**src/rtl/picorv32_wb_bridge.sv**
```systemverilog
// PicoRV32 native memory port to classic single-cycle Wishbone initiator.
// A watchdog ends unacknowledged cycles and returns a fixed error word.

package wb_pkg;

  typedef struct packed {
    logic        cyc;
    logic        stb;
    logic        we;
    logic [3:0]  sel;
    logic [31:0] adr;
    logic [31:0] dat;
  } wb_h2d_t;

  typedef struct packed {
    logic        ack;
    logic        err;
    logic        rty;
    logic [31:0] dat;
  } wb_d2h_t;

endpackage

module picorv32_wb_bridge
  import wb_pkg::*;
#(
  parameter int          TIMEOUT_CYCLES = 255,
  parameter logic [31:0] ERR_RDATA      = 32'hDEAD_BEEF
) (
  input  logic        clk_i,
  input  logic        rst_i,
  input  logic        mem_valid_i,
  input  logic [31:0] mem_addr_i,
  input  logic [31:0] mem_wdata_i,
  input  logic [3:0]  mem_wstrb_i,
  output logic        mem_ready_o,
  output logic [31:0] mem_rdata_o,
  output wb_h2d_t     wb_o,
  input  wb_d2h_t     wb_i,
  output logic        err_o,
  output logic [31:0] err_addr_o,
  input  logic        err_clr_i
);

  typedef enum logic [1:0] {
    IDLE = 2'd0,
    BUS  = 2'd1,
    RESP = 2'd2
  } state_t;

  // Counter value seen on the edge that closes the last permitted stb cycle.
  localparam logic [15:0] CNT_LAST = 16'(TIMEOUT_CYCLES - 1);

  state_t      state_reg, state_next;
  wb_h2d_t     wb_reg, wb_next;
  logic [15:0] cnt_reg, cnt_next;
  logic [31:0] rdata_reg, rdata_next;
  logic        ready_reg, ready_next;
  logic        err_reg, err_next;
  logic [31:0] err_addr_reg, err_addr_next;
  logic        err_set;

  // err/rty terminations are not supported; these response bits are ignored.
  logic unused_resp;
  assign unused_resp = &{1'b0, wb_i.err, wb_i.rty};

  always_ff @(posedge clk_i or posedge rst_i) begin
    if (rst_i) begin
      state_reg    <= IDLE;
      wb_reg       <= '0;
      cnt_reg      <= '0;
      rdata_reg    <= '0;
      ready_reg    <= 1'b0;
      err_reg      <= 1'b0;
      err_addr_reg <= '0;
    end else begin
      state_reg    <= state_next;
      wb_reg       <= wb_next;
      cnt_reg      <= cnt_next;
      rdata_reg    <= rdata_next;
      ready_reg    <= ready_next;
      err_reg      <= err_next;
      err_addr_reg <= err_addr_next;
    end
  end

  always_comb begin
    state_next    = state_reg;
    wb_next       = wb_reg;
    cnt_next      = cnt_reg;
    rdata_next    = rdata_reg;
    ready_next    = 1'b0;
    err_addr_next = err_addr_reg;
    err_set       = 1'b0;

    unique case (state_reg)
      IDLE: begin
        wb_next = '0;
        if (mem_valid_i) begin
          wb_next.cyc = 1'b1;
          wb_next.stb = 1'b1;
          wb_next.we  = |mem_wstrb_i;
          wb_next.sel = (|mem_wstrb_i) ? mem_wstrb_i : 4'hF;
          wb_next.adr = mem_addr_i;
          wb_next.dat = mem_wdata_i;
          cnt_next    = '0;
          state_next  = BUS;
        end
      end
      BUS: begin
        // A late ack in the final watchdog cycle still completes normally.
        if (wb_i.ack) begin
          rdata_next = wb_reg.we ? 32'h0 : wb_i.dat;
          wb_next    = '0;
          ready_next = 1'b1;
          state_next = RESP;
        end else if (cnt_reg == CNT_LAST) begin
          rdata_next    = ERR_RDATA;
          err_set       = 1'b1;
          err_addr_next = wb_reg.adr;
          wb_next       = '0;
          ready_next    = 1'b1;
          state_next    = RESP;
        end else begin
          cnt_next = cnt_reg + 16'd1;
        end
      end
      RESP: begin
        wb_next    = '0;
        state_next = IDLE;
      end
      default: begin
        wb_next    = '0;
        state_next = IDLE;
      end
    endcase

    err_next = err_set ? 1'b1 : (err_clr_i ? 1'b0 : err_reg);
  end

  assign mem_ready_o = ready_reg;
  assign mem_rdata_o = rdata_reg;
  assign wb_o        = wb_reg;
  assign err_o       = err_reg;
  assign err_addr_o  = err_addr_reg;

endmodule

```
**config.mk**
```make
export PLATFORM = sky130hd
export DESIGN_NAME = picorv32_wb_bridge
export DESIGN_NICKNAME = d
export VERILOG_FILES = /design/src/rtl/picorv32_wb_bridge.sv
export SDC_FILE = /design/constraint.sdc
export NUM_CORES = 1
export LEC_CHECK = 0
export CELL_PAD_IN_SITES_DETAIL_PLACEMENT = 2
export CELL_PAD_IN_SITES_GLOBAL_PLACEMENT = 2
export CORE_MARGIN = 2
export CORE_UTILIZATION = 29
export DETAILED_ROUTE_END_ITERATION = 8
export GPL_TIMING_DRIVEN = 0
export HOLD_SLACK_MARGIN = 0.12
export PLACE_DENSITY_LB_ADDON = 0.12
export RECOVER_POWER = 25
export SLEW_MARGIN = 20
export SYNTH_ARGS = -nofsm -noshare
export SYNTH_HDL_FRONTEND = slang
export SYNTH_SLANG_ARGS = --single-unit
export TNS_END_PERCENT = 10
```
**constraint.sdc**
```tcl
create_clock -name clk_i -period 7.9 [get_ports clk_i]
set_input_delay 1.58 -clock clk_i [delete_from_list [all_inputs] [get_ports clk_i]]
set_output_delay 1.58 -clock clk_i [all_outputs]
set_load 0.01 [all_outputs]
```
After elaboration in Yosys (flattened, before gate mapping):

Cells that the tools add are included.
W data, S select, Z words.

* equal/unequal tests: 6
* add/sub/neg operators: 1
* multiplexer cells: 23
* bitwise operators: 1
* reduce and logical (&&, ||, !) cells: 9

Operators by type and width (number)
* $mux W71: 3
* $pmux W71 S2: 1
* $mux W32: 3
* $mux W16: 3
* $pmux W16 S2: 1
* $add A16 B1 Y16 const B: 1
* $eq A16 B8 Y1 const B: 1
* $mux W1: 7
* $mux W2: 3
* $ne A2 B2 Y1 const B: 3
* $reduce_bool A2 Y1: 3
* $mux W4: 1
* $pmux W2 S2: 1
* $reduce_and A2 Y1: 2
* $reduce_and A4 Y1: 1
* $reduce_or A4 Y1: 1
* $ne A3 B3 Y1 const B: 1
* $reduce_and A3 Y1: 1
* $eq A2 B1 Y1 const B: 1
* $logic_not A2 Y1: 1
* $not A1 Y1: 1

* output and inout port bits: 137
* register bits: 155
* input port bits: 107
* logic and storage cells: 52

Depth between registers and ports, before layout:

* depth after elaboration: 5
* mapped depth: 9
* mapped depth without buffers: 6

Worst setup path before layout:

OpenSTA, ideal clock, no wires.

* path type: input -> register
* start point: input wb_i[34] in the netlist's numbering
* end point: register wb_reg (netlist bit wb_o[0])
* data arrival time: 2949 ps
* setup slack: 4885 ps
* setup time: 66 ps
* required time: 7834 ps
* cell stages on the path: 5
* path buffers: 3
* cell sequence: clkbuf_1 -> nor3_1 -> clkbuf_1 -> clkbuf_1 -> a22o_1

* word-level cells in the longest chain between the ends: 2
* elaborated cells on any way between the ends: 3
* those cells by class: eq/ne: 1; mux: 2

RTL lines
* from (decl): line 39 `input wb_d2h_t wb_i,`
* $mux W71: line 112 `if (wb_i.ack) begin`
* $pmux W71 S2: line 96 `unique case (state_reg)`
* to (signal assigned): line 78 `wb_reg <= wb_next;`
* to (decl): line 55 `wb_h2d_t wb_reg, wb_next;`

Several ways; a longest one is shown, not always the timed one.
A chain may end at the register's enable or synchronous reset.

==> results.md <==
- Max-slew violations: 75
- Ys async rst share: 100%
- CTS HTree Levels: 4
- Row Count: 52
- Post-route ant nets: 0
- CP Launch Type: primary input
- Num CTS Buffers: 17
- Slowest CP cell: clkinvlp_2
- Clock sink count: 154
- Met3 usage: 6.80%
- Synth cell types: 42
- Mapped cell area: approximately 6000 um2
- Switching share of power: 31.0%
- Tightest Hold Check Type: flip-flop to flip-flop
- Final HPWL from detailed placement: between 15,000 and 20,000 um
- Count of warnings emitted by yosys: 0
- Vias: 4,907
- Internal power: 1.93 mW
- Crit Path Class: primary input to async pin
- Syn Nets: 538
- Req. time, crit path: 7.88 ns
- Io pins: 244
- Fmax achieved: 243 MHz
- RR Endpoint: wb_o[60]
- Logic pwr share: 30.9%
- M1 GR Usage: 24.5%
- Buf/Inv on CP: 2
- Peak supply drop: ~0.16 mV
- Synthesized flop and latch total: roughly 150
- Synth top area share: 64.7%
- Number of max-cap violations: 1
- Pwr dens: ~300 nW/um2
- I/O Buffers: 240
- Tmin final: roughly 4.1 ns
- Clock power frac: 30.7%
- Hold path cells: 1
- Overall Power: about 2.8 mW
- Die Y: 147 um
- Crit-path max cell delay: between 1.5 and 2 ns
- Top post-synthesis cells by area: dfrtp_1, a22o_1, mux2_2
- Initial antenna violation count: 1
- NumNets Final: 798
- Max reg flops: 70
- Seq/Total Area, Yosys: around 65%
- Routed Wire Length: 21,300 um
- Final setup viols: 0
- Placed cell count: 940
- Placed Area: 8740 um2
- Crit-path leading delay family: buffers and inverters
- Synth area leader: dfrtp_1
- Reg2reg start: cnt_reg[0]
- Crit path max fanout: 75
- DR WL/cell: 21.9 um
- Mean Syn Cell Area: between 10 and 15 um2
- Filler cells: between 1.5k and 2k
- Leak Pwr: just over 4 nW
- Outcome: finished, violations left
- R2r setup slk: 4.94 ns
- Worst Hold End: err_o
- Full die area: 21,700 um2
- Worst-skew pair later-pin latency: between 0.4 and 0.5 ns
- DRC Markers: 0
- GRT met2 Usage: around a third
- Core area: just over 20,000 um2
- Clock Tree Buf Depth: 2
- Post-route cell area: 9340 um2
- CTS root buffer: clkbuf_16
- EDFF count, synth: 0
- Setup Buffers After CTS: 0
- Area growth, synth to finish: 56.8%
- HP Start: err_o
- CTS tree: done
- Setup crit end kind: async pin
- Count of cells resized by post-cts repair: 0
- Worst Path Arrival: 4.09 ns
- Failing checks: max-capacitance violations, max-slew violations
- Drt pass-1 iters: 4
- Max-Slew Margin vs Limit: -127%
- Layout cells sized above 1: 10.3%
- Setup TNS: 0 ns
- Final core utilization: 46.3%
- Sequential Power Share: 38.4%
- Die width: between 100 and 150 um
- Total gr overflow: 0
- Crit path from: rst_i
- Top Usage Layer GRT: met2
- RSZ-0062 raised after global routing: false
- Most used DFF post-synth: dfrtp_1
- Clock Skew: 0.00730 ns
- Post-Synthesis Cells: 429
- Largest net degree at the start of global routing: between 80 and 90
- Initial Util: 29.5%
- Detailed Route Iter0 Violations: 160
- Vias in the first global route: 5,762
- Gpl congestion: about 0.78
- Top-count cell post-synth: dfrtp_1
- Non-Filler Instances: roughly 1,000
- Fin crit share: about 52%
- CP cell instances: dlygate4sd3_1 > clkinvlp_2
- Tot GR Track Use: 20.5%
- Post-synth top cells: dfrtp_1, a22o_1, clkbuf_1, mux2_2, a221o_1
- Fin. Hold Viols: 0
- Vias per cell: 5.05
- Hold buffer count at CTS: 0
- R2R depth: 8
- Switch Pwr: approximately 0.86 mW
- Worst-Margin Slew: ~3.4 ns
- Global-route wire length before repair: 34,300 um
- CTS clk-pin slew, worst paths: 0.06 ns
==> layer usage <==
| layer | vias up | share of wire (%) |
|---|---|---|
| met2 | 171 | 51 |
| li1 | 2175 | - |
| met1 | 2531 | 40 |
| met3 | 30 | 6.9 |
| met4 | 0 | 1.9 |
| met5 | - | 0 |
==> worst max-delay path by stage <==
stage,end,slack (ns),depth (start not counted)
2_1_floorplan,cnt_reg[0],2.17,1
3_3_place_gp,wb_o[23],0.03,2
3_5_place_dp,wb_o[43],3.99,5
4_1_cts,wb_o[34],4.46,5
5_1_grt,wb_o[27],3.24,2
6_report,wb_o[27],3.78,2
==> power groups by stage <==
stage               Sequential, mW  Combinational, mW  Clock [mW]
floorplan                     1.13              0.292           0
global placement              1.07              0.839           0
detailed placement            1.08              0.871           0
CTS                           1.07              0.878       0.880
global route                  1.10              0.930       0.911
finish                        1.07              0.863       0.855
==> through the flow <==
step	hold slack [ns]	worst slack (ns)
after floorplan	0.443	2.17
after global placement	0.466	0.0315
after detailed placement	0.475	3.99
after CTS	0.490	4.46
final	0.484	3.78
after global routing	0.519	3.24
==> cell type report <==
type	count	area [um2]	share of cell area, %
flip-flops and latches	154	3850	41.3
repair buffers	241	2430	26.0
multi-input cells	233	1920	20.5
clock buffers	19	443	4.74
well taps	270	338	3.62
clock inverters	12	165	1.77
plain buffers	36	165	1.77
inverters	6	23.8	0.255
diodes	1	2.50	0.0268
==> cell usage in the layout (no fill, tap or decap), types with 2 or more instances in the layout <==
master / synthesis / layout
a21o_1: 4 / 4
a21oi_1: 6 / 6
a221o_1: 25 / 25
a22o_1: 72 / 72
a31oi_1: 18 / 18
buf_2: 3 / 3
buf_4: 3 / 3
buf_6: 2 / 2
bufinv_16: 0 / 3
clkbuf_1: 28 / 29
clkbuf_16: 0 / 17
clkdlybuf4s50_1: 0 / 239
clkinv_4: 0 / 3
clkinvlp_4: 0 / 3
dfrtp_1: 154 / 154
ha_1: 2 / 2
inv_1: 6 / 5
inv_6: 0 / 3
mux2_1: 5 / 5
mux2_2: 28 / 28
mux2i_1: 2 / 2
nand2_1: 6 / 6
nand2b_1: 3 / 3
nand3_1: 5 / 5
nand4_1: 4 / 4
nor2_1: 10 / 10
nor3_1: 4 / 3
nor3b_1: 2 / 2
nor4_1: 4 / 4
o21a_1: 4 / 4
o21ai_0: 6 / 6
o2bb2ai_1: 5 / 5
or4_1: 3 / 3
==> kinds of logic after synthesis <==
kind of cell,synth area share [%]
AND/OR/NAND/NOR,5.08
AO/OA/AOI/OAI,20.1
adder cells (fa/ha/maj),0.420
flip-flops,64.7
multiplexers,6.58
buffers and inverters,3.15
Power figures use the tool's default switching activity.
